### src/rtl/ariane_axi_port_arbiter.sv
// rtl/ariane_axi_port_arbiter.sv - shares one ariane_axi master port among NumMst requesters
// Independent round-robin read and write arbiters; each grant is held for the whole transaction.

package ariane_axi;
   typedef struct packed {
      logic [3:0]  id;
      logic [63:0] addr;
      logic [7:0]  len;
      logic [2:0]  size;
      logic [1:0]  burst;
      logic [5:0]  atop;
   } aw_chan_t;

   typedef struct packed {
      logic [63:0] data;
      logic [7:0]  strb;
      logic        last;
   } w_chan_t;

   typedef struct packed {
      logic [3:0] id;
      logic [1:0] resp;
   } b_chan_t;

   typedef struct packed {
      logic [3:0]  id;
      logic [63:0] addr;
      logic [7:0]  len;
      logic [2:0]  size;
      logic [1:0]  burst;
   } ar_chan_t;

   typedef struct packed {
      logic [3:0]  id;
      logic [63:0] data;
      logic [1:0]  resp;
      logic        last;
   } r_chan_t;

   typedef struct packed {
      aw_chan_t aw;
      logic     aw_valid;
      w_chan_t  w;
      logic     w_valid;
      logic     b_ready;
      ar_chan_t ar;
      logic     ar_valid;
      logic     r_ready;
   } req_t;

   typedef struct packed {
      logic    aw_ready;
      logic    ar_ready;
      logic    w_ready;
      logic    b_valid;
      b_chan_t b;
      logic    r_valid;
      r_chan_t r;
   } resp_t;
endpackage

module ariane_axi_port_arbiter #(
   parameter int unsigned NumMst = 2
) (
   input  logic              clk_i,
   input  logic              rst_ni,
   input  ariane_axi::req_t  mst_req_i  [NumMst],
   output ariane_axi::resp_t mst_resp_o [NumMst],
   output ariane_axi::req_t  slv_req_o,
   input  ariane_axi::resp_t slv_resp_i
);
   localparam int unsigned IdxW = $clog2(NumMst);
   typedef logic [IdxW-1:0] idx_t;

   typedef enum logic [1:0] {R_IDLE, R_ADDR, R_DATA} rd_state_e;
   typedef enum logic [1:0] {W_IDLE, W_ADDR, W_DATA, W_RESP} wr_state_e;

   rd_state_e rd_state_q, rd_state_d;
   wr_state_e wr_state_q, wr_state_d;
   idx_t      rd_ptr_q, rd_ptr_d, rd_gnt_q, rd_gnt_d;
   idx_t      wr_ptr_q, wr_ptr_d, wr_gnt_q, wr_gnt_d;
   logic [NumMst-1:0] ar_req, aw_req;

   // First asserted request at or above ptr, wrapping past NumMst-1.
   function automatic idx_t rr_pick(input logic [NumMst-1:0] req, input idx_t ptr);
      idx_t pick;
      idx_t cand;
      logic found;
      pick  = ptr;
      found = 1'b0;
      for (int unsigned k = 0; k < NumMst; k++) begin
         cand = idx_t'((32'(ptr) + k) % NumMst);
         if (!found && req[cand]) begin
            pick  = cand;
            found = 1'b1;
         end
      end
      return pick;
   endfunction

   function automatic idx_t next_idx(input idx_t i);
      return (32'(i) + 32'd1 >= NumMst) ? '0 : i + idx_t'(1);
   endfunction

   always_comb begin
      rd_state_d = rd_state_q;
      rd_ptr_d   = rd_ptr_q;
      rd_gnt_d   = rd_gnt_q;
      wr_state_d = wr_state_q;
      wr_ptr_d   = wr_ptr_q;
      wr_gnt_d   = wr_gnt_q;
      slv_req_o  = '0;
      for (int unsigned m = 0; m < NumMst; m++) begin
         mst_resp_o[m] = '0;
         ar_req[m]     = mst_req_i[m].ar_valid;
         aw_req[m]     = mst_req_i[m].aw_valid;
      end

      case (rd_state_q)
         R_IDLE: begin
            if (|ar_req) begin
               rd_gnt_d   = rr_pick(ar_req, rd_ptr_q);
               rd_state_d = R_ADDR;
            end
         end
         R_ADDR: begin
            slv_req_o.ar_valid             = mst_req_i[rd_gnt_q].ar_valid;
            slv_req_o.ar                   = mst_req_i[rd_gnt_q].ar;
            mst_resp_o[rd_gnt_q].ar_ready = slv_resp_i.ar_ready;
            if (mst_req_i[rd_gnt_q].ar_valid && slv_resp_i.ar_ready) rd_state_d = R_DATA;
         end
         R_DATA: begin
            mst_resp_o[rd_gnt_q].r_valid = slv_resp_i.r_valid;
            mst_resp_o[rd_gnt_q].r       = slv_resp_i.r;
            slv_req_o.r_ready            = mst_req_i[rd_gnt_q].r_ready;
            if (slv_resp_i.r_valid && mst_req_i[rd_gnt_q].r_ready && slv_resp_i.r.last) begin
               rd_state_d = R_IDLE;
               rd_ptr_d   = next_idx(rd_gnt_q);
            end
         end
         default: rd_state_d = R_IDLE;
      endcase

      // W is only opened after AW has been accepted, so W never overtakes its address.
      case (wr_state_q)
         W_IDLE: begin
            if (|aw_req) begin
               wr_gnt_d   = rr_pick(aw_req, wr_ptr_q);
               wr_state_d = W_ADDR;
            end
         end
         W_ADDR: begin
            slv_req_o.aw_valid             = mst_req_i[wr_gnt_q].aw_valid;
            slv_req_o.aw                   = mst_req_i[wr_gnt_q].aw;
            mst_resp_o[wr_gnt_q].aw_ready = slv_resp_i.aw_ready;
            if (mst_req_i[wr_gnt_q].aw_valid && slv_resp_i.aw_ready) wr_state_d = W_DATA;
         end
         W_DATA: begin
            slv_req_o.w_valid             = mst_req_i[wr_gnt_q].w_valid;
            slv_req_o.w                   = mst_req_i[wr_gnt_q].w;
            mst_resp_o[wr_gnt_q].w_ready = slv_resp_i.w_ready;
            if (mst_req_i[wr_gnt_q].w_valid && slv_resp_i.w_ready && mst_req_i[wr_gnt_q].w.last)
               wr_state_d = W_RESP;
         end
         W_RESP: begin
            mst_resp_o[wr_gnt_q].b_valid = slv_resp_i.b_valid;
            mst_resp_o[wr_gnt_q].b       = slv_resp_i.b;
            slv_req_o.b_ready            = mst_req_i[wr_gnt_q].b_ready;
            if (slv_resp_i.b_valid && mst_req_i[wr_gnt_q].b_ready) begin
               wr_state_d = W_IDLE;
               wr_ptr_d   = next_idx(wr_gnt_q);
            end
         end
         default: wr_state_d = W_IDLE;
      endcase
   end

   always_ff @(posedge clk_i or negedge rst_ni) begin
      if (!rst_ni) begin
         rd_state_q <= R_IDLE;
         rd_ptr_q   <= '0;
         rd_gnt_q   <= '0;
         wr_state_q <= W_IDLE;
         wr_ptr_q   <= '0;
         wr_gnt_q   <= '0;
      end else begin
         rd_state_q <= rd_state_d;
         rd_ptr_q   <= rd_ptr_d;
         rd_gnt_q   <= rd_gnt_d;
         wr_state_q <= wr_state_d;
         wr_ptr_q   <= wr_ptr_d;
         wr_gnt_q   <= wr_gnt_d;
      end
   end

   // Atomics returning read data would need an R path on the write grant; they are not handled.
   atop_r_unsupported: assert property (@(posedge clk_i) disable iff (!rst_ni)
      slv_req_o.aw_valid |-> !slv_req_o.aw.atop[5]);

   ar_stable: assert property (@(posedge clk_i) disable iff (!rst_ni)
      (rd_state_q == R_ADDR && slv_req_o.ar_valid && !slv_resp_i.ar_ready)
      |=> (slv_req_o.ar_valid && $stable(slv_req_o.ar)));

   aw_stable: assert property (@(posedge clk_i) disable iff (!rst_ni)
      (wr_state_q == W_ADDR && slv_req_o.aw_valid && !slv_resp_i.aw_ready)
      |=> (slv_req_o.aw_valid && $stable(slv_req_o.aw)));

   w_stable: assert property (@(posedge clk_i) disable iff (!rst_ni)
      (wr_state_q == W_DATA && slv_req_o.w_valid && !slv_resp_i.w_ready)
      |=> (slv_req_o.w_valid && $stable(slv_req_o.w)));
endmodule

### config.mk
export PLATFORM = sky130hd
export DESIGN_NAME = ariane_axi_port_arbiter
export DESIGN_NICKNAME = d
export VERILOG_FILES = /design/src/rtl/ariane_axi_port_arbiter.sv
export SDC_FILE = /design/constraint.sdc
export NUM_CORES = 1
export LEC_CHECK = 0
export BUFFER_PORTS_ARGS = -buffer_cell sky130_fd_sc_hd__buf_2
export CORE_AREA = 2 2 389 391
export CTS_BUF_LIST = sky130_fd_sc_hd__clkbuf_8
export DETAILED_ROUTE_END_ITERATION = 8
export DIE_AREA = 0 0 391 393
export GPL_TIMING_DRIVEN = 0
export HOLD_SLACK_MARGIN = 0.12
export PLACE_DENSITY = 0.3
export SLEW_MARGIN = 20
export SYNTH_ARGS = -nofsm -noshare
export SYNTH_HDL_FRONTEND = slang
export SYNTH_SLANG_ARGS = --single-unit
### constraint.sdc
create_clock -name clk_i -period 2.4 [get_ports clk_i]
set_input_delay 0.48 -clock clk_i [delete_from_list [all_inputs] [get_ports clk_i]]
set_output_delay 0.48 -clock clk_i [all_outputs]
set_load 0.1 [all_outputs]
### Word level (Yosys, flattened, before mapping)

Cells that the tools add are included.
W data, S select, Z words.

* register bits: 8
* output and inout bits: 410

* $add $sub $neg: 6
* $lt $le $gt $ge: 10
* equality and inequality tests: 12
* muxes and demuxes: 59
* bitwise gates (word level): 4
* reduce and logical (&&, ||, !) cells: 23

Operators by type and width (count)
* $bwmux W164: 5
* $mux W246: 3
* $demux W82 S1: 7
* $pmux W164 S3: 1
* $and A164 B164 Y164: 2
* $pmux W164 S2: 1
* $mux W83: 3
* $mux W82: 2
* $mux W88: 1
* $mux W81: 1
* $mux W80: 1
* $mux W79: 1
* $mux W78: 1
* $mux W74: 1
* $mux W72: 1
* $mux W71: 1
* $mux W1: 20
* $mux W2: 7
* $ne A2 B2 Y1 const B: 7
* $logic_and A1 B1 Y1: 11
* $ge A2 B2 Y1 const B: 4
* $lt A1 B2 Y1 const B: 4
* $pmux W2 S4: 1
* $reduce_and A2 Y1: 4
* other kinds (12): 24

### Longest topological paths before layout

* word-level depth: 11
* mapped depth: 8

### Worst setup path after synthesis

OpenSTA, ideal clock, no wires.

* kind: reg-to-output
* from: register wr_state_q[0]
* to: output mst_resp_o[161] (netlist name)
* arrival: 3144 ps
* path slack: -1224 ps
* stages on the path, launching flop included: 6
* path buffers: 1
* path through: dfrtp_1 -> inv_1 -> ha_1 -> clkbuf_1 -> nand2_1 -> nor3_1

RTL lines
* start, declared: line 79 `wr_state_e wr_state_q, wr_state_d;`
* start signal, assigned: line 190 `wr_state_q <= wr_state_d;`
* end, declared: line 68 `output ariane_axi::resp_t mst_resp_o [NumMst],`

==> reports/metrics.cfg <==
[setup_path]
max_stage_delay_ns=0.51
required_ns=1.92
reg2reg_to=wr_state_q[1]
endpoint_kind=output port
reg2reg_from=wr_gnt_q
path_delay_family=buffers and inverters
critPathBufInv=6
path_class=flop to output port
crit_path_top_delay_cell=mux2i_2
crit_fanout=6
start_kind=flop
rr_worst_depth=7
crit_start=wr_gnt_q
rrSetupSlack_ns=0.56
worstPathArrival_ns=2.34
cp_cell_sequence=buf_12 > buf_16 > buf_12 > buf_16 > buf_4 > mux2i_2 > nor2b_2 > buf_2

[clock_network]
root_buffer=clkbuf_8
cts_num_sinks=8
clk_latency_ns=0.27
cts_made_buffers=3
cts_tree=done
clk_pin_slew_ns=0.05
cts_buffer_depth=2
cts-htree-levels=1

[route]
routed_wl_um=104000
wl_per_cell_um=27.0
vias_per_cell=2.79
dr.first_iter.drc_count=448
drc=0
dr.pass1.iters=4
vias=10800
antenna_left=0

[final_layout]
fin_util=0.133
area_growth_pct=243
nNetsFinal=2497
final_cells=3863
final_area_mm2=0.0199
drive_gt1_frac=0.843

[sta]
finClkSkew_ns=0.000406
fin_crit_ns=2.82
setup_viol=354
hold_slack_ns=0.151
min_period_over_period=1.17
max_slew_margin=0.475
fin_ws_ns=-0.415
tightestPinTransition_ns=0.766
clock.fmax_mhz=355
hold_viol=0
rsz0062_at_grt=yes
final_max_slew_viol_count=0

[global_routing]
antenna_found_initial=49
grt_pass1_wl_um=122000
grt_use_total=0.126
grt_max_degree=11
grt_pass1_vias=10600
overflow=0

[floorplanning]
die_y_um=393
num_io_pins=986
core_area_mm2=0.149
rows=142
die_w_um=391
die_area_mm2=0.154
initial_core_util=0.0388

[placement]
hpwl_um=95600
port-buffer-count=985
dp.cells=3805
place_area_mm2=0.0149
gp_congestion=0.877

[min_path]
min_path_type=primary input to async pin

[status]
status=finished with violations
violations=negative setup slack

[synth]
ys_warn_count=0
synth.distinct_cells=28
async_flop_share=1.00
synth_area_leaders=mux2i_1 43%, nor2b_1 18%, nor2_1 15%
ys_seq_area_frac=0.0346
yosys.cell_count.top_type=mux2i_1
synth_top_area_cell=mux2i_1
yosys.area.top_type_share=0.427
syn_area_per_cell_um2=6.60
synth_area_mm2=0.00579
synth_common_cells=247 x mux2i_1, 229 x nor2_1, 165 x nor2b_1
synth_cells=876
synth_seq_cells=8
synth-edff-count=0
synth_fp_nets=1461
synth_ff_type=dfrtp_1

[pwr]
vdd_drop_max_mv=0.595
power_leakage_nw=8.51
p_per_area_mw_per_mm2=1720

[run]
max-cap-violations=0

where the power goes:
group          switching (W)  internal (W)  total, W
sequential         0.0000556      0.000209  0.000264
clock              0.0000908      0.000112  0.000202
combinational         0.0240       0.00970    0.0337
layout make-up:
| cell class | count | area (um^2) |
|---|---|---|
| Inverter | 11 | 41.3 |
| Buffer | 80 | 1030 |
| Sequential cell | 8 | 201 |
| Timing Repair Buffer | 1031 | 8090 |
| Multi-Input combinational cell | 777 | 8010 |
| Antenna cell | 9 | 22.5 |
| Fill cell | 17200 | 129000 |
| Clock buffer | 3 | 41.3 |
| Tap cell | 1944 | 2430 |
worst register-to-register path, delay by kind of cell, from the launching register on:
| kind | cells | cell delay (ns) |
|---|---|---|
| muxes | 2 | 0.62 |
| buffers and inverters | 3 | 0.45 |
| DFF | 1 | 0.38 |
| and+or+nand+nor | 1 | 0.15 |
| AOI/OAI and AO/OA | 1 | 0.13 |
routing by layer:
layer  up-vias  share of wire  track usage  routed length, um
met3        74          0.083       0.0374               8630
met4        26         0.0078      0.00674                812
met1      5118           0.43        0.164              44800
li1       4968              -            -                  -
met2       591           0.48        0.212              49900
met5         -         0.0016            0                170
cells in the final DEF (no fill, tap or decap), types with 12 or more instances in the layout:
cell        n
buf_2     709
nor2_4    175
mux2i_1   166
nor2b_2   141
buf_12    137
buf_4     105
buf_6      69
nand2_1    55
mux2i_4    55
nor2_2     38
clkbuf_4   26
mux2i_2    26
buf_8      25
nor2b_4    22
nand2_2    16
nor2_1     16
clkbuf_8   13
buf_16     12
how the worst max path moves through the flow:
stage,endpoint,slack [ns],depth (start not counted)
finish,slv_req_o[183],-0.42,8
global route,mst_resp_o[129],-0.51,8
CTS,mst_resp_o[93],-0.60,10
detailed placement,mst_resp_o[135],-1.15,8
global placement,mst_resp_o[135],-1.13,8
floorplan,mst_resp_o[123],-0.72,7
stage by stage:
step	setup TNS, ns	total power [W]	setup WS, ns
4_1_cts	-133.93	0.0321	-0.602
3_5_place_dp	-229.86	0.0281	-1.15
5_1_grt	-123.58	0.0353	-0.506
6_report	-79.11	0.0341	-0.415
2_1_floorplan	-39.49	0.0206	-0.716
3_3_place_gp	-253.15	0.0281	-1.13
logic make-up (layout without fill, tap and decap cells):
kind of cell / count (synthesis) / count (layout) / share of synthesized area
adder cells (fa/ha/maj): 9 / 9 / 0.0195
buffers and inverters: 91 / 1125 / 0.0813
AND/OR/NAND/NOR: 505 / 505 / 0.417
other: 0 / 9 / 0
multiplexers: 251 / 251 / 0.435
flip-flops: 8 / 8 / 0.0346
AO/OA/AOI/OAI: 12 / 12 / 0.0130
flip-flops by register name, indices dropped and copies added (netlist names):
signal,count
rd_gnt_q,1
rd_ptr_q,1
rd_state_q,2
wr_gnt_q,1
wr_ptr_q,1
wr_state_q,2
repair_timing:
action / CTS / global route
setup buffers: 7 / 27
cloned: 5 / 7
endpoints found under the setup margin: 408 / 408
pin swaps: 2 / 30
hold buffers: 0 / 0
gates resized for setup: 650 / 517
No activity file was read; power rests on OpenSTA's default activity.
